===== src/rtl/multicycle_control.sv =====
// Multicycle datapath controller: opcode decode, IF/ID/EXE/MEM/WB sequencing, retired-instruction count.
// Outputs are a combinational decode of State/Op; all enables are masked while Reset is high.
module multicycle_control #(
   parameter int CNT_W = 32
) (
   input  logic             CLK,
   input  logic             Reset,
   input  logic [5:0]       Op,
   input  logic             Zero,
   output logic [2:0]       State,
   output logic             PCWre,
   output logic             IRWre,
   output logic [1:0]       PCSrc,
   output logic             ALUSrcB,
   output logic [2:0]       ALUOp,
   output logic             ExtSel,
   output logic             RegDst,
   output logic             RegWre,
   output logic             WrRegDSrc,
   output logic             MemWr,
   output logic [CNT_W-1:0] InsCount
);

   localparam logic [2:0] S_IF   = 3'b000;
   localparam logic [2:0] S_ID   = 3'b001;
   localparam logic [2:0] S_EXE  = 3'b010;
   localparam logic [2:0] S_MEM  = 3'b011;
   localparam logic [2:0] S_WB   = 3'b100;
   localparam logic [2:0] S_HALT = 3'b111;

   localparam logic [5:0] OP_ADD  = 6'b000000;
   localparam logic [5:0] OP_SUB  = 6'b000001;
   localparam logic [5:0] OP_ADDI = 6'b000010;
   localparam logic [5:0] OP_OR   = 6'b010000;
   localparam logic [5:0] OP_AND  = 6'b010001;
   localparam logic [5:0] OP_ORI  = 6'b010010;
   localparam logic [5:0] OP_XOR  = 6'b010011;
   localparam logic [5:0] OP_SLL  = 6'b011000;
   localparam logic [5:0] OP_SRL  = 6'b011001;
   localparam logic [5:0] OP_SLT  = 6'b100100;
   localparam logic [5:0] OP_SW   = 6'b100110;
   localparam logic [5:0] OP_LW   = 6'b100111;
   localparam logic [5:0] OP_BEQ  = 6'b110000;
   localparam logic [5:0] OP_J    = 6'b111000;
   localparam logic [5:0] OP_HALT = 6'b111111;

   logic [2:0] state, state_nxt;
   logic       run;
   logic       is_r, is_imm, is_lw, is_sw, is_beq, is_j, is_halt;
   logic [2:0] alu_op;

   always_comb begin
      is_r    = (Op == OP_ADD) || (Op == OP_SUB) || (Op == OP_OR)  || (Op == OP_AND) ||
                (Op == OP_XOR) || (Op == OP_SLL) || (Op == OP_SRL) || (Op == OP_SLT);
      is_imm  = (Op == OP_ADDI) || (Op == OP_ORI);
      is_lw   = (Op == OP_LW);
      is_sw   = (Op == OP_SW);
      is_beq  = (Op == OP_BEQ);
      is_j    = (Op == OP_J);
      is_halt = (Op == OP_HALT);
   end

   always_comb begin
      alu_op = 3'b000;
      case (Op)
         OP_SUB, OP_BEQ: alu_op = 3'b001;
         OP_SLT:         alu_op = 3'b010;
         OP_SRL:         alu_op = 3'b011;
         OP_SLL:         alu_op = 3'b100;
         OP_OR, OP_ORI:  alu_op = 3'b101;
         OP_AND:         alu_op = 3'b110;
         OP_XOR:         alu_op = 3'b111;
         default:        alu_op = 3'b000;
      endcase
   end

   // run holds the FSM in IF until the first full clock after reset release
   always_ff @(posedge CLK or posedge Reset) begin
      if (Reset) begin
         state <= S_IF;
         run   <= 1'b0;
      end else begin
         state <= state_nxt;
         run   <= 1'b1;
      end
   end

   always_comb begin
      state_nxt = S_IF;
      if (run) begin
         case (state)
            S_IF:    state_nxt = S_ID;
            S_ID:    state_nxt = is_halt ? S_HALT :
                                 (is_r || is_imm || is_lw || is_sw || is_beq) ? S_EXE : S_IF;
            S_EXE:   state_nxt = is_beq ? S_IF : (is_lw || is_sw) ? S_MEM : S_WB;
            S_MEM:   state_nxt = is_lw ? S_WB : S_IF;
            S_WB:    state_nxt = S_IF;
            S_HALT:  state_nxt = S_HALT;
            default: state_nxt = S_IF;
         endcase
      end
   end

   always_comb begin
      State     = state;
      PCWre     = 1'b0;
      IRWre     = 1'b0;
      PCSrc     = 2'b00;
      ALUSrcB   = 1'b0;
      ALUOp     = 3'b000;
      ExtSel    = 1'b0;
      RegDst    = 1'b0;
      RegWre    = 1'b0;
      WrRegDSrc = 1'b0;
      MemWr     = 1'b0;
      if (Reset) begin
         State = S_IF;
      end else if (run) begin
         // ALU controls stay stable from EXE through the end of the instruction
         if (state == S_EXE || state == S_MEM || state == S_WB) begin
            ALUOp   = alu_op;
            ALUSrcB = is_imm || is_lw || is_sw;
            ExtSel  = (Op == OP_ADDI) || is_lw || is_sw || is_beq;
         end
         case (state)
            S_IF:  IRWre = 1'b1;
            S_ID: begin
               if (!(is_r || is_imm || is_lw || is_sw || is_beq || is_halt)) begin
                  PCWre = 1'b1;
                  PCSrc = is_j ? 2'b10 : 2'b00;
               end
            end
            S_EXE: begin
               if (is_beq) begin
                  PCWre = 1'b1;
                  PCSrc = Zero ? 2'b01 : 2'b00;
               end
            end
            S_MEM: begin
               MemWr = is_sw;
               PCWre = is_sw;
            end
            S_WB: begin
               RegWre    = 1'b1;
               RegDst    = is_r;
               WrRegDSrc = is_lw;
               PCWre     = 1'b1;
            end
            default: ;
         endcase
      end
   end

   always_ff @(posedge CLK or posedge Reset) begin
      if (Reset)
         InsCount <= '0;
      else if (PCWre)
         InsCount <= InsCount + 1'b1;
   end

endmodule

===== config.mk =====
export PLATFORM = sky130hd
export DESIGN_NAME = multicycle_control
export DESIGN_NICKNAME = d
export VERILOG_FILES = /design/src/rtl/multicycle_control.sv
export SDC_FILE = /design/constraint.sdc
export NUM_CORES = 1
export LEC_CHECK = 0
export BUFFER_PORTS_ARGS = -buffer_cell sky130_fd_sc_hd__buf_2
export CORE_MARGIN = 4
export CORE_UTILIZATION = 53
export CTS_CLUSTER_DIAMETER = 60
export DETAILED_ROUTE_END_ITERATION = 16
export GPL_TIMING_DRIVEN = 1
export PLACE_DENSITY = 0.8
export SYNTH_ARGS = -nofsm -noshare
export SYNTH_HDL_FRONTEND = slang
export SYNTH_SLANG_ARGS = --single-unit

===== constraint.sdc =====
create_clock -name CLK -period 3.6 [get_ports CLK]
set_input_delay 0.18 -clock CLK [delete_from_list [all_inputs] [get_ports CLK]]
set_output_delay 0.18 -clock CLK [all_outputs]
set_load 0.02 [all_outputs]

==> impl_results.md <==
- Fillcell total: 348
- Routed wire per std cell: 14.3 um
- Ant. Diodes: 0
- Clock sink count: 36
- I/O pins: 57
- Synth warn: 0
- Synthesized cell area: 2240 um^2
- WL final: 5010 um
- Post-CTS sizing: 0
- Largest net degree at the start of global routing: 38
- Post-CTS Setup Bufs: 0
- Crit-path max cell delay: 0.55 ns
- Slew Limit Headroom: 62.9%
- Fin Clk Skew: 0.00485 ns
- Largest cells by area after synthesis: dfrtp_1 40%, xor2_1 7.8%, nor3_1 4.9%, xnor2_1 4.3%, nand2_1 4.2%
- Post-DRT Antenna Nets: 0
- Fin area: 2610 um^2
- Most numerous cell in the Yosys netlist: dfrtp_1
- Final Hold Vio Count: 0
- Synth Flop Type: dfrtp_1
- Fin crit period: 2.52 ns
- Port Buffers: 56
- RSZ-0062 raised after global routing: false
- Max-Cap Viols: 0
- Final setup fails: 0
- Pin slew with the least headroom to its limit: 0.552 ns
- Status: finished, final reports clean
- Hold Buf Count CTS: 0
- Vias in the first global route: 1826
- Max Freq: 0.397 GHz
- Crit end category: primary output
- Ys async rst share: 100%
- Clock buffer depth: 2
- Required @ worst endpoint: 3.42 ns
- Root Driver: clkbuf_8
- Drt first pass iters: 4
- RD Place Congestion: 0.893
- Vias per inst: 5.57
- Drc violations: 0
- Post-synth cell types: 53
- EDFF count, synth: 0
- Critical path type: flop to primary output
- DP HPWL: 3720 um
- Max-slew violations: 0
- GRT overflow: 0
- Cell Rows: 23
- GR Util All Layers: 20.2%
- First-pass GRT wire length: 8520 um
- Synth-to-layout area growth: 16.5%
- Yosys top cell area share: 40.2%
- Yosys top cell by area: dfrtp_1
- Sequential share of the synthesized area: 40.2%
- Non-filler instance count after layout: 351
- Die height: 73.0 um
- Ratio of cells with drive above 1 in the final layout: 24.9%
- Critical-path maximum fanout: 26
- Initial drt markers: 145
- CP cell instances: nand2b_1, nor3b_1, a22o_1, o41ai_4, buf_4, inv_2, buf_2
- Mean Syn Cell Area: 9.03 um^2
- Synth Net Count: 258
- Die area: 5330 um^2
- Pwr dens: 322 nW/um^2
- Synth top cells by count: 36 x dfrtp_1, 25 x nand2_1, 22 x nor3_1
- Final net count: 311
- Die W: 73.0 um
- Cells after synthesis: 248
- Dpl cell area: 2530 um^2
- Initial core utilization: 55.6%
- Lkg Pwr: 1.34 nW
- Maximum VDD drop: 0.283 mV
- Num CTS Buffers: 5
- Via count: 1954
- Final total power: 0.000839 W
- Critical Path AT: 2.34 ns
- Setup TNS: 0 ns
- Worst skew pair latency: 0.28 ns
- Antenna violations before repair: 0
- Slowest CP cell: dfrtp_1
- Core footprint: 4030 um^2
- Depth of the CTS H-tree: 2
- Final period util: 70.0%
- Seq cells post-synth: 36
- Cell count after placement: 344
- Fin util: 64.7%
- Worst-path clk slew: 0.07 ns
- Hold Path Class: input port to asynchronous set/reset pin
- Crit start category: flop
- CTS tree: built
==> worst max-delay path, delay by kind of cell, from the launching register on <==
kind	cells	cell delay, ns
simple gates	2	0.29
compound gates	2	0.58
flops	1	0.55
buf+inv	3	0.64
==> routing by layer <==
layer | track usage, % | vias to the layer above | wire [um]
met5 | 0 | - | 0
li1 | - | 974 | -
met3 | 3.58 | 6 | 232
met4 | 6.97 | 0 | 65
met2 | 30.6 | 53 | 2370
met1 | 29.2 | 921 | 2340
==> power by group <==
group	internal, W	switching (W)	leakage (nW)
clock network	0.000131	0.000131	0.0410
logic	0.0000492	0.0000857	0.847
registers	0.000421	0.0000208	0.454
total	0.000601	0.000238	1.34
==> kinds of logic (layout without fill, tap and decap cells) <==
logic type / after synthesis / count (layout) / share of synthesized area (%)
muxes: 2 / 2 / 0.950
xor gates and xnor gates: 31 / 31 / 12.1
adders and majority gates: 1 / 1 / 0.559
AOI/OAI and AO/OA: 20 / 20 / 7.32
other: 1 / 1 / 0.168
and+or+nand+nor: 134 / 134 / 33.8
buffers and inverters: 23 / 76 / 4.81
DFF: 36 / 36 / 40.2
==> sequential cells by signal (all words and copies together) (netlist names) <==
name and count:
InsCount 32, state 3, run 1
==> worst paths after layout <==
path	slack [ns]	from	end	depth (start not counted)
max	1.08	state[2]	PCWre	7
min	0.04	Reset	state[2]	3
max reg2reg	1.26	state[2]	InsCount[3]	8
min reg2reg	0.49	InsCount[31]	InsCount[31]	1
max in group asynchronous	3.25	Reset	InsCount[24]	3
min in group CLK	0.47	Op[1]	state[0]	5
==> layout make-up <==
class                           instances  area, um^2  area share (%)
Multi-Input combinational cell        189        1230            47.2
Inverter                               11        41.3            1.58
Timing Repair Buffer                   58         295            11.3
Sequential cell                        36         901            34.5
Clock inverter                          1        5.00           0.192
Tap cell                               50        62.6            2.40
Clock buffer                            6        72.6            2.78
==> placed cells by master, fill, tap and decap left out, types with 2 or more instances in the layout <==
master / netlist / final
a21oi_1: 4 / 4
and2_1: 4 / 4
and3_1: 8 / 8
and4_1: 3 / 3
buf_2: 5 / 56
buf_4: 2 / 2
clkbuf_8: 0 / 5
dfrtp_1: 36 / 36
inv_1: 10 / 10
nand2_1: 25 / 25
nand2b_1: 5 / 5
nand3_1: 6 / 6
nand4_1: 6 / 6
nor2_1: 20 / 20
nor2b_1: 7 / 7
nor3_1: 22 / 22
nor3b_1: 2 / 2
nor4_1: 8 / 8
nor4_2: 2 / 2
o21a_1: 2 / 2
o21ai_0: 2 / 2
o22a_1: 2 / 2
or2_2: 2 / 2
or3_1: 3 / 3
xnor2_1: 11 / 11
xor2_1: 20 / 20
==> per-stage QoR <==
step | hold slack, ns | setup slack (ns)
after floorplan | 0.355 | 1.32
after global routing | 0.0788 | 0.887
after CTS | 0.0476 | 1.08
after global placement | 0.346 | 1.31
after detailed placement | 0.350 | 1.25
final | 0.0364 | 1.08
No activity file was read; power rests on OpenSTA's default activity.
